## src/rtl/prefix_add_seq.sv

```systemverilog
// prefix_add_seq
//   Multi-cycle wide adder controller. One CHUNK-bit prefix-adder slice
//   (per-bit generate/propagate cells feeding a Kogge-Stone carry tree) is
//   reused once per cycle across a WIDTH-bit operand pair. The LSB chunk is
//   processed first, and the carry between chunks is held in a register.
//
// Parameters
//   WIDTH  operand/result width, must be a multiple of CHUNK
//   CHUNK  bits processed per cycle (NCHUNK = WIDTH/CHUNK >= 1)
//
// Ports
//   clk        clock, rising edge
//   rst_n      synchronous active-low reset
//   in_valid   operands a, b, cin valid
//   in_ready   high while idle; an operand pair can be accepted
//   a, b       WIDTH-bit operands
//   cin        carry in
//   sub        (PREFIX_SEQ_SUB_EN only) subtract: sum = a - b, cin ignored
//   out_valid  sum/cout valid, held until out_ready
//   out_ready  consumer accepts the result
//   sum        WIDTH-bit result
//   cout       carry out of the MSB (with sub: 1 means no borrow)
//   busy       high while an operation is running or waiting to be taken
//
// Configuration macro
//   PREFIX_SEQ_SUB_EN  adds the sub input and subtract support.

module prefix_add_seq #(
  parameter int WIDTH = 32,
  parameter int CHUNK = 8
) (
  input  logic             clk,
  input  logic             rst_n,
  input  logic             in_valid,
  output logic             in_ready,
  input  logic [WIDTH-1:0] a,
  input  logic [WIDTH-1:0] b,
  input  logic             cin,
`ifdef PREFIX_SEQ_SUB_EN
  input  logic             sub,
`endif
  output logic             out_valid,
  input  logic             out_ready,
  output logic [WIDTH-1:0] sum,
  output logic             cout,
  output logic             busy
);

  localparam int NCHUNK = WIDTH / CHUNK;
  localparam int IDXW   = (NCHUNK > 1) ? $clog2(NCHUNK) : 1;
  localparam int LEVELS = (CHUNK > 1) ? $clog2(CHUNK) : 0;
  localparam logic [IDXW-1:0] LAST_IDX = IDXW'(NCHUNK - 1);

  typedef enum logic [1:0] {
    IDLE = 2'd0,
    RUN  = 2'd1,
    DONE = 2'd2
  } state_t;

  state_t           state;
  logic [WIDTH-1:0] op_a;
  logic [WIDTH-1:0] op_b;
  logic             carry;
  logic [IDXW-1:0]  idx;

  logic [CHUNK-1:0] slice_a;
  logic [CHUNK-1:0] slice_b;
  logic [CHUNK-1:0] bit_g;
  logic [CHUNK-1:0] bit_p;
  logic [CHUNK-1:0] carries;
  logic [CHUNK-1:0] slice_sum;
  logic             chunk_cout;

  // Effective second operand and carry-in at accept time. Subtraction is
  // folded in here so the datapath below only ever adds.
  logic [WIDTH-1:0] b_eff;
  logic             cin_eff;
`ifdef PREFIX_SEQ_SUB_EN
  assign b_eff   = sub ? ~b : b;
  assign cin_eff = sub ? 1'b1 : cin;
`else
  assign b_eff   = b;
  assign cin_eff = cin;
`endif

  assign slice_a = op_a[idx*CHUNK +: CHUNK];
  assign slice_b = op_b[idx*CHUNK +: CHUNK];
  assign bit_g   = slice_a & slice_b;
  assign bit_p   = slice_a ^ slice_b;

  // Kogge-Stone tree: after the last level, (gk, pk)[i] is the group
  // generate/propagate of bits i..0 of the slice.
  logic [CHUNK-1:0] gk [LEVELS+1];
  logic [CHUNK-1:0] pk [LEVELS+1];

  assign gk[0] = bit_g;
  assign pk[0] = bit_p;

  for (genvar l = 0; l < LEVELS; l++) begin : g_level
    localparam int DIST = 1 << l;
    for (genvar i = 0; i < CHUNK; i++) begin : g_bit
      if (i >= DIST) begin : g_merge
        assign gk[l+1][i] = gk[l][i] | (pk[l][i] & gk[l][i-DIST]);
        assign pk[l+1][i] = pk[l][i] & pk[l][i-DIST];
      end else begin : g_pass
        assign gk[l+1][i] = gk[l][i];
        assign pk[l+1][i] = pk[l][i];
      end
    end
  end

  // Carry into bit i comes from the group below it, seeded by the carry
  // register; bit 0 takes the carry register directly.
  assign carries[0] = carry;
  for (genvar i = 1; i < CHUNK; i++) begin : g_carry
    assign carries[i] = gk[LEVELS][i-1] | (pk[LEVELS][i-1] & carry);
  end

  assign slice_sum  = bit_p ^ carries;
  assign chunk_cout = gk[LEVELS][CHUNK-1] | (pk[LEVELS][CHUNK-1] & carry);

  assign in_ready  = (state == IDLE);
  assign busy      = (state != IDLE);
  assign out_valid = (state == DONE);

  // Controller: accept in IDLE, walk the chunks LSB first in RUN, then hold
  // the result in DONE until the consumer takes it. sum is written chunk by
  // chunk, so partial results are visible while running.
  always_ff @(posedge clk) begin
    if (!rst_n) begin
      state <= IDLE;
      op_a  <= '0;
      op_b  <= '0;
      carry <= 1'b0;
      idx   <= '0;
      sum   <= '0;
      cout  <= 1'b0;
    end else begin
      case (state)
        IDLE: begin
          if (in_valid) begin
            op_a  <= a;
            op_b  <= b_eff;
            carry <= cin_eff;
            idx   <= '0;
            state <= RUN;
          end
        end
        RUN: begin
          sum[idx*CHUNK +: CHUNK] <= slice_sum;
          carry                   <= chunk_cout;
          if (idx == LAST_IDX) begin
            cout  <= chunk_cout;
            state <= DONE;
          end else begin
            idx <= idx + IDXW'(1);
          end
        end
        DONE: begin
          if (out_ready) begin
            state <= IDLE;
          end
        end
        default: state <= IDLE;
      endcase
    end
  end

endmodule
```

## config.mk

```make
export PLATFORM = sky130hd
export DESIGN_NAME = prefix_add_seq
export DESIGN_NICKNAME = d
export VERILOG_FILES = /design/src/rtl/prefix_add_seq.sv
export SDC_FILE = /design/constraint.sdc
export NUM_CORES = 1
export LEC_CHECK = 0
export ABC_AREA = 1
export ABC_CLOCK_PERIOD_IN_PS = 3700
export CAP_MARGIN = 20
export CORE_ASPECT_RATIO = 1.2
export CORE_UTILIZATION = 45
export DETAILED_ROUTE_END_ITERATION = 10
export HOLD_SLACK_MARGIN = 0.03
export PLACE_DENSITY_LB_ADDON = 0.12
export SETUP_SLACK_MARGIN = 0.5
export SLEW_MARGIN = 20
export SYNTH_ARGS = -nofsm -noshare
export SYNTH_HDL_FRONTEND = slang
export SYNTH_SLANG_ARGS = --single-unit
```

## constraint.sdc

```tcl
create_clock -name clk -period 3.7 [get_ports clk]
set_clock_uncertainty 0.1 [all_clocks]
set_input_delay 0.74 -clock clk [delete_from_list [all_inputs] [get_ports clk]]
set_output_delay 0.74 -clock clk [all_outputs]
set_load 0.005 [all_outputs]
```

# == Word-level counts from Yosys, hierarchy flattened ==
# Cells that the tools add are included.
# word_totals
reg_bits,102
inputBits,69
output_inout_bits,36
wordCells,108
# op_classes
addsub,2
n_eq_ne,7
n_shift,4
n_mux,10
n_bitwise,70
reduce_logical,8
# op_table
op,n
$shiftx 32x6->8,2
$and 1x1->1,42
$neg 5->34,1
$shift 8x34->32 const A,1
$shiftx 8x34->32,1
$bwmux 32,1
$or 1x1->1,25
$xor 8x8->8,2
$mux 2,5
$and 8x8->8,1
$ne 2x2->1 const B,3
$pmux 2 s3,1
$reduce_and 2->1,3
$reduce_and 3->1,2
$eq 2x2->1 const B,2
$pmux 2 s2,1
$reduce_bool 2->1,2
$add 2x1->2 const B,1
$eq 2x1->1 const B,1
$logic_not 2->1,1
$ne 2x1->1 const B,1
$pmux 1 s2,1
$mux 1,1

# == Depth between registers and ports, before layout ==
# Gate-level depths: netlist of run 1.
# logic_depth
depth_word,11
ltp_mapped,15
ltp_nobuf,13

# == Worst setup path after synthesis of run 1 ==
# OpenSTA, ideal clock, no wires.
# synth_timing
path_type,flip-flop to flip-flop
startpoint,register idx[0]
endpoint,register sum[27]
setup_ps,70
arrival_time_ps,2261
required_time_ps,3530
slack_ps,1269
path_stages_with_launch,14
path_buffers,2
period_less_slack_ps,2431
cell_sequence,dfxtp_1 -> buf_2 -> inv_2 -> clkbuf_1 -> nor2_1 -> o22ai_1 -> ha_1 -> or2_1 -> nand2_1 -> nand2_1 -> xnor2_1 -> nor2_2 -> nand3_1 -> a21oi_1
# synth_via
elab_chain_cells,11
word_cells_on_any_way,65
classes_between,add/sub (1); shift (4); mux (1); bitwise (59)
# synth_rtl
element,line,source
"start, declared",64,logic [IDXW-1:0] idx;
"start signal, assigned",156,idx <= idx + IDXW'(1);
$shiftx 32x6->8 (on tied branches),"86, 87",
$xor 8x8->8 / $and 8x8->8 (equally long branches),"89, 88",
$and 1x1->1 (on tied branches),"103, 104",
$or 1x1->1 / $and 1x1->1 (equally long branches),103,assign gk[l+1][i] = gk[l][i] | (pk[l][i] & gk[l][i-DIST]);
$and 1x1->1 / $or 1x1->1 (equally long branches),103,
$or 1x1->1 / $and 1x1->1 (equally long branches),103,
$or 1x1->1,103,
$or 1x1->1,116,assign carries[i] = gk[LEVELS][i-1] | (pk[LEVELS][i-1] & carry);
$xor 8x8->8,119,assign slice_sum = bit_p ^ carries;
$shiftx 8x34->32,150,sum[idx*CHUNK +: CHUNK] <= slice_sum;
$bwmux 32 *,150,
"end signal, assigned by index",150,
"end, declared",44,"output logic [WIDTH-1:0] sum,"
# Mark *: on every way between the ends. The rest lies on a longest branch, timed or not.
# A chain may end at the register's enable or synchronous reset.

# == Worst setup path in the final report of run 1 ==
# layout_timing
startpoint,register idx[1]
endpoint,register sum[29]
# The elaborated chain is that of the path after synthesis.

==> impl_metrics.env, run 1 <==
export IMPL_finalCriticalPeriod_ns=2.84
export IMPL_end_kind="flop"
export IMPL_port_buffers=104
export IMPL_drcViolationCount=0
export IMPL_grt_total_usage_pct=24.0
export IMPL_max_cap_violations=0
export IMPL_crit_slowest_cell="inv_1"
export IMPL_hpwl_um=8940
export IMPL_grt_pass1_vias=4238
export IMPL_viasPerCell=5.19
export IMPL_p_sw_share_pct=31.1
export IMPL_synth_largest_area_cell="dfxtp_1"
export IMPL_crit_start="idx[1]$_SDFFE_PN0P_"
export IMPL_dp_cells=842
export IMPL_r2r_cells=12
export IMPL_crit_type="flop to flop"
export IMPL_yosysTopAreaCellShare_pct=44.2
export IMPL_min_from="sum[27]$_SDFFE_PN0P_"
export IMPL_dp_worst_setup_slack_ns=0.886
export IMPL_antenna_left=0
export IMPL_r2r_start="idx[1]$_SDFFE_PN0P_"
export IMPL_io_pins=105
export IMPL_rsz0062_at_grt="no"
export IMPL_p_sw_uw=883
export IMPL_worst_slew_pin_slew_ns=0.882
export IMPL_synthArstFlopShare_pct=0
export IMPL_combPwrFrac_pct=23.8
export IMPL_wl_per_cell_um=13.9
export IMPL_cp_arrival_ns=3.00
export IMPL_antenna_cells=0
export IMPL_crit_chain="buf_4 > inv_1 > o21ai_1 > o22ai_1 > ha_1 > nand2_1 > inv_1 > a21oi_1 > nand4_1 > nand2_1 > nand4_1 > a21oi_1"
export IMPL_cts_buffers_inserted=9
export IMPL_path_clk_slew_ns=0.07
export IMPL_syn_mean_instance_area_sq_um=7.19
export IMPL_final_util_pct=59.9
export IMPL_fin_cells=858
export IMPL_start_kind="flop"
export IMPL_design_core_area_sq_um=10000
export IMPL_wl_um=12000
export IMPL_power_leakage_uw=0.00241
export IMPL_holdBufCountCts=0
export IMPL_p_int_uw=1960
export IMPL_grt_max_degree=66
export IMPL_timing_hold_violations_final=0
export IMPL_nets=811
export IMPL_required_ns=3.86
export IMPL_peakVddDrop_mv=0.233
export IMPL_die_x_um=94.5
export IMPL_seq_power_share_pct=42.8
export IMPL_synth_fp_nets=726
export IMPL_clock_sinks=102
export IMPL_initial_core_util_pct=46.1
export IMPL_min_to="sum[27]$_SDFFE_PN0P_"
export IMPL_powerDensity_nw_per_um2=474
export IMPL_synth_flop_cell="dfxtp_1"
export IMPL_pwr_share_clk_pct=33.5
export IMPL_multiInputGateArea_sq_um=2290
export IMPL_drt_initial_drc_count=237
export IMPL_ys_warn_count=0
export IMPL_rrSetupSlack_ns=0.86
export IMPL_ctsResizeCount=0
export IMPL_post_cts_setup_buffer_count=0
export IMPL_clk_latency_ns=0.35
export IMPL_yosys_register_bits=102
export IMPL_hold_path_class="flop to flop"
export IMPL_grt_pass1_wl_um=19800
export IMPL_antenna_found_initial=0
export IMPL_vias=4452
export IMPL_setup_violations=0
export IMPL_synth_area_leaders="dfxtp_1, nor2_1, o21ai_0, nand2_1, ha_1"
export IMPL_cts_root_buf="clkbuf_16"
export IMPL_slowest_delay_ns=0.44
export IMPL_fp_dieArea_sq_um=10700
export IMPL_cts_buffer_depth=2
export IMPL_slew_viol_final=0
export IMPL_gp_congestion=0.881
export IMPL_period_share_pct=76.9
export IMPL_synth_seq_area_share_pct=44.2
export IMPL_n_fill_cell=1003
export IMPL_regArea_sq_um=2040
export IMPL_htreeDepth=3
export IMPL_status="finished clean"
export IMPL_rr_endpoint="sum[29]$_SDFFE_PN0P_"
export IMPL_syn_area_sq_um=4620
export IMPL_fin_tns_setup_ns=0
export IMPL_detail_route_first_pass_iterations=5
export IMPL_max_freq_mhz=352
export IMPL_yosysUniqueCellTypes=36
export IMPL_worst_slack_ns=0.856
export IMPL_synth_cells=642
export IMPL_synth_edf_count=0
export IMPL_fp_row_count=40
export IMPL_most_common_layout_cells="nor2_1, clkdlybuf4s50_1, dfxtp_1"
export IMPL_mostFrequentLayoutCell="nor2_1"
export IMPL_crit_fanout=20
export IMPL_area_growth_pct=29.8
export IMPL_grt_overflow=0
export IMPL_hold_depth=2
export IMPL_slew_headroom_pct=40.8
export IMPL_whs_ns=0.365
export IMPL_die_y_um=113
export IMPL_drive_above_1_share_pct=5.19
export IMPL_cts_tree="built"
-- flip-flops by register name (all words and copies together) (netlist names) --
| signal | cells |
|---|---|
| carry | 1 |
| cout | 1 |
| idx | 2 |
| op_a | 32 |
| op_b | 32 |
| state | 2 |
| sum | 32 |
-- power groups by stage --
stage	sequential (uW)	combinational [uW]	clock, uW
finish	1220	675	951
global route	1220	761	1010
CTS	1220	674	964
detailed placement	1240	671	0
global placement	1240	662	0
floorplan	1230	458	0
-- cell families (layout without fill, tap and decap cells) --
kind of cell | count (synthesis) | in the layout | synth area share (%)
AND/OR/NAND/NOR | 302 | 302 | 27.6
flip-flops | 102 | 102 | 44.2
buffers and inverters | 67 | 157 | 6.10
adder cells (fa/ha/maj) | 15 | 15 | 4.23
AO/OA/AOI/OAI | 153 | 153 | 17.3
XOR/XNOR | 3 | 3 | 0.569
-- routing by layer --
metal / vias up / GRT usage (%) / share of wire (%)
li1: 2281 / - / -
met1: 1994 / 27.3 / 42
met2: 151 / 42.4 / 50
met3: 26 / 5.31 / 5.0
met4: 0 / 10.4 / 3.0
met5: - / 0 / 0
-- synth_stat cells, types with 2 or more instances --
cell type,number
ha_1,14
a21oi_1,34
nor2_1,176
a22oi_1,3
o22ai_1,16
nand2_2,2
inv_2,5
nand2_4,2
o21ai_1,27
nand2_1,79
dfxtp_1,102
nand4_1,9
inv_1,25
xnor2_1,2
nor2_2,2
o21ai_0,71
clkbuf_1,22
buf_2,8
buf_4,3
nand3_1,24
-- area by class of cell --
type / count / share of cell area [%]
clock buffers: 9 / 3.76
well taps: 126 / 2.63
repair buffers: 110 / 18.0
flip-flops and latches: 102 / 34.1
multi-input cells: 473 / 38.3
clock inverters: 7 / 1.25
inverters: 31 / 1.94
-- how the worst max path moves through the flow --
| stage | endpoint | slack (ns) |
|---|---|---|
| after floorplan | sum[27]$_SDFFE_PN0P_ | 1.27 |
| after global placement | sum[27]$_SDFFE_PN0P_ | 0.90 |
| after detailed placement | sum[29]$_SDFFE_PN0P_ | 0.89 |
| after CTS | sum[27]$_SDFFE_PN0P_ | 0.87 |
| after global routing | sum[29]$_SDFFE_PN0P_ | 0.58 |
| final | sum[29]$_SDFFE_PN0P_ | 0.86 |
-- worst max-delay path: cells and delay by family, from the launching register on --
kind,cells,cell delay [ns]
DFF,1,0.30
AOI/OAI and AO/OA,4,0.73
and+or+nand+nor,4,0.63
buffers and inverters,3,0.68
adders and majority gates,1,0.32
-- stage by stage --
step | total power [uW] | cell area, sq um
finish | 2840 | 5990
floorplan | 1680 | 4620
CTS | 2850 | 5990
detailed placement | 1910 | 5690
global route | 2990 | 5990
global placement | 1900 | 5690
No activity file was read; power rests on OpenSTA's default activity.
==> inputs of run 2 (changes only) <==
--- a/config.mk
+++ b/config.mk
@@ -6,7 +6,7 @@
 export NUM_CORES = 1
 export LEC_CHECK = 0
 export ABC_AREA = 1
-export ABC_CLOCK_PERIOD_IN_PS = 3700
+export ABC_CLOCK_PERIOD_IN_PS = 2400
 export CAP_MARGIN = 20
 export CORE_ASPECT_RATIO = 1.2
 export CORE_UTILIZATION = 45
==> constraint.sdc (replaced) <==
create_clock -name clk -period 2.4 [get_ports clk]
set_clock_uncertainty 0.1 [all_clocks]
set_input_delay 0.48 -clock clk [delete_from_list [all_inputs] [get_ports clk]]
set_output_delay 0.48 -clock clk [all_outputs]
set_load 0.005 [all_outputs]
==> run 2 against run 1 <==
Compared with the run above: the run now ends with design-rule violations, negative setup slack left; via count up 7.3%; global-route usage up 0.44 points; sequential power up 56%; setup slack worse by 0.88 ns; cell count up 4.5%; fmax up 18%; count of clock-buffer cells in the layout up 2; worst hold slack about the same; die area unchanged; critical path type unchanged; critical endpoint unchanged; largest power group unchanged; highest routed layer unchanged.
==> impl_metrics.env, run 2 (synthesis gave the netlist of run 1 again) <==
export IMPL_grt_use_met2_pct=42.6
export IMPL_grt_total_usage_pct=24.4
export IMPL_die_x_um=94.5
export IMPL_initial_core_util_pct=46.1
export IMPL_slew_headroom_pct=33.8
export IMPL_crit_type="flop to flop"
export IMPL_io_pins=105
export IMPL_power_leakage_uw=0.00280
export IMPL_antenna_found_initial=0
export IMPL_combPwrFrac_pct=33.6
export IMPL_busiest_layer="met2"
export IMPL_fp_row_count=40
export IMPL_dp_worst_setup_slack_ns=-0.131
export IMPL_drive_above_1_share_pct=22.3
export IMPL_status="finished with violations"
export IMPL_rr_endpoint="sum[29]$_SDFFE_PN0P_"
export IMPL_rsz0062_at_grt="yes"
export IMPL_crit_chain="buf_6 > buf_12 > clkinv_16 > o21ai_4 > o22ai_2 > ha_4 > nand2_4 > nor2_4 > nand3_2 > nand3_2 > nand2_2 > nand2_4 > nand4_1 > a21oi_1"
export IMPL_most_common_layout_cells="nor2_1, clkdlybuf4s50_1, dfxtp_1"
export IMPL_max_freq_mhz=413
export IMPL_powerDensity_nw_per_um2=715
export IMPL_p_sw_share_pct=32.0
export IMPL_reg_largest_list="op_a (32), op_b (32), sum (32)"
export IMPL_slew_viol_final=0
export IMPL_hold_depth=2
export IMPL_cts_buffer_depth=2
export IMPL_htreeDepth=3
export IMPL_min_to="sum[4]$_SDFFE_PN0P_"
export IMPL_crit_family="simple AND/OR/NAND/NOR gates"
export IMPL_min_from="sum[4]$_SDFFE_PN0P_"
export IMPL_slowest_delay_ns=0.41
export IMPL_gp_congestion=0.835
export IMPL_worst_slack_ns=-0.0202
export IMPL_met3_usage_pct=4.57
export IMPL_r2r_start="idx[0]$_SDFFE_PN0P_"
export IMPL_p_sw_uw=1610
export IMPL_cp_depth=14
export IMPL_failed_checks="design-rule violations, negative setup slack"
export IMPL_nets=851
export IMPL_cts_tree="built"
export IMPL_drt_initial_drc_count=194
export IMPL_area_growth_pct=52.1
export IMPL_die_y_um=113
export IMPL_seq_power_share_pct=37.8
export IMPL_max_cap_violations=0
export IMPL_hold_path_class="flop to flop"
export IMPL_grt_pass1_vias=4450
export IMPL_fp_dieArea_sq_um=10700
export IMPL_detail_route_first_pass_iterations=8
export IMPL_viasPerCell=5.32
export IMPL_peakVddDrop_mv=0.439
export IMPL_grt_overflow=0
export IMPL_antenna_cells=0
export IMPL_crit_fanout=13
export IMPL_cts_root_buf="clkbuf_16"
export IMPL_port_buffers=104
export IMPL_crit_slowest_cell="dfxtp_4"
export IMPL_vias=4775
export IMPL_grt_pass1_wl_um=20500
export IMPL_n_fill_cell=801
export IMPL_worst_slew_pin_slew_ns=0.986
export IMPL_antenna_left=0
export IMPL_end_kind="flop"
export IMPL_finalCriticalPeriod_ns=2.42
export IMPL_hpwl_um=8980
export IMPL_cts_buffers_inserted=9
export IMPL_period_share_pct=101
export IMPL_design_core_area_sq_um=10000
export IMPL_clk_latency_ns=0.34
export IMPL_worst_path_buf_inv=3
export IMPL_timing_hold_violations_final=0
export IMPL_p_int_uw=3420
export IMPL_rrSetupSlack_ns=-0.02
export IMPL_mostFrequentLayoutCell="nor2_1"
export IMPL_whs_ns=0.364
export IMPL_gr_usage_met1_pct=29.1
export IMPL_grt_max_degree=69
export IMPL_start_kind="flop"
export IMPL_required_ns=2.55
export IMPL_wl_um=13600
export IMPL_cp_arrival_ns=2.57
export IMPL_dp_cells=852
export IMPL_r2r_cells=14
export IMPL_fin_cells=897
export IMPL_drcViolationCount=1
export IMPL_path_clk_slew_ns=0.07
export IMPL_pwr_share_clk_pct=28.6
export IMPL_setup_violations=2
export IMPL_wl_per_cell_um=15.2
export IMPL_clock_sinks=102
## run 2: changes by cell type in the layout (fill, tap and decap cells not counted), moves of 8 or more
cell	delta
buf_4	+21
ha_1	-8
ha_4	+8
nand2_1	-19
nand2_2	+16
nand3_1	-8
nand3_2	+8
nor2_1	-18
nor2_2	+8
nor2_4	+10
o21ai_0	-16
o22ai_1	-14
o22ai_2	+13
## run 2: per-layer routing
layer | vias up | share of wire (%)
met5 | - | 0
met4 | 0 | 4.0
met3 | 46 | 3.9
met2 | 169 | 51
met1 | 2184 | 41
li1 | 2376 | -
## run 2: power groups by stage
stage	Combinational [uW]	Clock (uW)	Sequential, uW
floorplan	724	0	1890
detailed placement	1080	0	1920
global route	1820	1520	1910
global placement	1060	0	1920
finish	1690	1440	1900
CTS	1350	1450	1890
## run 2: per-stage QoR
stage	cell area, sq um	setup TNS (ns)	utilization, %	total power, uW
floorplan	4670	0	-	2620
global placement	5790	-0.162	57.9	2980
detailed placement	5790	-0.417	57.9	3000
CTS	6490	0	64.9	4690
global route	7020	-0.756	70.2	5240
finish	7020	-0.0223	70.2	5020
## run 2: timing repair
| item | in CTS | in global routing |
|---|---|---|
| buffers inserted | 13 | 12 |
| endpoints found under the setup margin | 37 | 37 |
| hold buffers | 0 | 0 |
| cloned | 3 | 2 |
| pin swaps | 26 | 49 |
| resized for setup | 59 | 96 |
## run 2: worst min-delay path, stage by stage, from the launching register on
cell	delay, ns
dfxtp_1	0.31
nand2_1	0.06
a21oi_1	0.05
## run 2: worst max path at each step
stage / start / to
final: idx[0]$_SDFFE_PN0P_ / sum[29]$_SDFFE_PN0P_
after global routing: idx[0]$_SDFFE_PN0P_ / sum[15]$_SDFFE_PN0P_
after CTS: idx[0]$_SDFFE_PN0P_ / sum[29]$_SDFFE_PN0P_
after detailed placement: idx[0]$_SDFFE_PN0P_ / sum[27]$_SDFFE_PN0P_
after global placement: idx[0]$_SDFFE_PN0P_ / sum[27]$_SDFFE_PN0P_
after floorplan: idx[0]$_SDFFE_PN0P_ / sum[27]$_SDFFE_PN0P_
## run 2: layout make-up
type / count / area (sq um) / area share (%)
multi-input cells: 473 / 2830 / 40.3
clock buffers: 11 / 243 / 3.46
repair buffers: 148 / 1520 / 21.7
flip-flops and latches: 102 / 2050 / 29.3
inverters: 31 / 131 / 1.87
clock inverters: 4 / 47.5 / 0.677
well taps: 126 / 158 / 2.25
repair inverters: 2 / 38.8 / 0.552
==> inputs of run 3 (changes only) <==
--- a/config.mk
+++ b/config.mk
@@ -7,7 +7,7 @@
 export LEC_CHECK = 0
 export ABC_AREA = 1
 export ABC_CLOCK_PERIOD_IN_PS = 2400
-export CAP_MARGIN = 20
+export CAP_MARGIN = 40
 export CORE_ASPECT_RATIO = 1.2
 export CORE_UTILIZATION = 45
 export DETAILED_ROUTE_END_ITERATION = 10
==> run 3 against run 2 <==
Compared with the run above: the flow finishes with violations (design-rule violations); core utilization shrank 3.5 points; worst hold slack improved by 0.0021 ns; cell count fell by 1.0%; count of clock-buffer cells in the layout grew 1; critical endpoint is now sum[27]$_SDFFE_PN0P_; largest cell class unchanged; largest power group unchanged.
==> impl_metrics.env, run 3 (synthesis gave the netlist of run 1 again) <==
export IMPL_p_total_uw=4890
export IMPL_fp_row_count=40
export IMPL_drt_initial_drc_count=230
export IMPL_viasPerCell=5.12
export IMPL_gp_congestion=0.835
export IMPL_cts_root_buf="clkbuf_16"
export IMPL_htreeDepth=3
export IMPL_finalCriticalPeriod_ns=2.29
export IMPL_slew_headroom_pct=64.6
export IMPL_whs_ns=0.366
export IMPL_initial_core_util_pct=46.1
export IMPL_die_x_um=94.5
export IMPL_p_int_uw=3430
export IMPL_cts_buffer_depth=2
export IMPL_detail_route_first_pass_iterations=8
export IMPL_design_core_area_sq_um=10000
export IMPL_status="finished with violations"
export IMPL_crit_slowest_cell="dfxtp_4"
export IMPL_pwr_share_clk_pct=31.3
export IMPL_reg_largest_list="op_a (32), op_b (32), sum (32)"
export IMPL_worst_slew_pin_slew_ns=0.531
export IMPL_placed_area_sq_um=5820
export IMPL_powerDensity_nw_per_um2=734
export IMPL_worst_slack_ns=0.109
export IMPL_vias=4547
export IMPL_clock_sinks=102
export IMPL_grt_pass1_wl_um=20300
export IMPL_slew_viol_final=0
export IMPL_cp_arrival_ns=2.45
export IMPL_start_kind="flop"
export IMPL_dp_worst_setup_slack_ns=-0.0959
export IMPL_grt_total_usage_pct=24.2
export IMPL_clk_latency_ns=0.34
export IMPL_io_pins=105
export IMPL_grt_overflow=0
export IMPL_cts_buffers_inserted=9
export IMPL_nets=841
export IMPL_fp_dieArea_sq_um=10700
export IMPL_drcViolationCount=1
export IMPL_final_util_pct=66.6
export IMPL_wl_um=12500
export IMPL_setup_violations=0
export IMPL_required_ns=2.56
export IMPL_most_common_layout_cells="nor2_1, clkdlybuf4s50_1, dfxtp_1"
export IMPL_end_kind="flop"
export IMPL_drive_above_1_share_pct=17.7
export IMPL_n_fill_cell=868
export IMPL_hold_path_class="flop to flop"
export IMPL_grt_max_degree=69
export IMPL_port_buffers=104
export IMPL_die_y_um=113
export IMPL_seq_power_share_pct=38.6
export IMPL_wl_per_cell_um=14.1
export IMPL_antenna_cells=0
export IMPL_path_clk_slew_ns=0.07
export IMPL_period_share_pct=95.5
export IMPL_crit_type="flop to flop"
export IMPL_rsz0062_at_grt="yes"
export IMPL_max_cap_violations=0
export IMPL_timing_hold_violations_final=0
export IMPL_grt_pass1_vias=4390
export IMPL_failed_checks="design-rule violations"
export IMPL_crit_fanout=33
export IMPL_hpwl_um=9060
export IMPL_rrSetupSlack_ns=0.11
export IMPL_antenna_left=0
export IMPL_slowest_delay_ns=0.40
export IMPL_p_sw_uw=1470
export IMPL_p_sw_share_pct=30.0
export IMPL_cts_tree="built"
export IMPL_combPwrFrac_pct=30.1
export IMPL_peakVddDrop_mv=0.491
export IMPL_stdcell_area_sq_um=6670
export IMPL_max_freq_mhz=436
export IMPL_antenna_found_initial=0
export IMPL_power_leakage_uw=0.00267
export IMPL_mostFrequentLayoutCell="nor2_1"
export IMPL_holdBufCountCts=0
export IMPL_area_growth_pct=44.4
export IMPL_crit_chain="inv_8 > nor2_2 > o22ai_1 > ha_2 > nand2_2 > nand2_1 > nand2_1 > nand2_2 > xnor2_2 > nor2_4 > nand3_2 > a21oi_1"
[run 3: worst max-delay path: cells and delay by family, from the launching register on]
family | cells | cell delay [ns]
flops | 1 | 0.40
xor+xnor | 1 | 0.16
compound gates | 2 | 0.39
simple gates | 7 | 0.63
buf+inv | 1 | 0.17
fa+ha+maj | 1 | 0.36
[run 3: path summary, 6_finish.rpt]
| path | startpoint | end | cells past startpoint |
|---|---|---|---|
| min | sum[7]$_SDFFE_PN0P_ | sum[7]$_SDFFE_PN0P_ | 2 |
| min reg2reg | sum[7]$_SDFFE_PN0P_ | sum[7]$_SDFFE_PN0P_ | 2 |
| max reg2reg | idx[0]$_SDFFE_PN0P_ | sum[27]$_SDFFE_PN0P_ | 12 |
| max | idx[0]$_SDFFE_PN0P_ | sum[27]$_SDFFE_PN0P_ | 12 |
[run 3: power by group through the flow]
stage	Sequential, uW	Clock [uW]	Combinational, uW
2_1_floorplan	1890	0	724
3_3_place_gp	1920	0	1060
3_5_place_dp	1920	0	1080
4_1_cts	1890	1560	1340
5_1_grt	1900	1630	1620
6_report	1890	1530	1470
[run 3: what timing repair did]
action,4_1_cts,5_1_grt
buffers inserted,14,3
hold endpoints to repair,0,0
pin swaps,14,7
endpoints found under the setup margin,37,36
cloned,2,0
resized for setup,66,29
[run 3: final cells by class]
cell class / instances / area (sq um) / area share (%)
timing repair buffer: 140 / 1400 / 21.0
tap: 126 / 158 / 2.36
clock inverter: 4 / 70.1 / 1.05
clock buffer: 12 / 246 / 3.70
inverter: 31 / 126 / 1.90
sequential: 102 / 2050 / 30.8
multi-input combinational: 473 / 2620 / 39.2
[run 3: routing by layer]
layer  wire, um  GRT usage (%)
met1       5410           28.8
met2       6430           42.6
met3        338           2.89
met4        331           11.6
met5          0              0
[run 3: per-stage QoR]
step	instances	TNS [ns]
after CTS	885	0
after detailed placement	853	-0.211
after global placement	852	-0.162
after global routing	888	-0.146
after floorplan	642	0
final	888	0
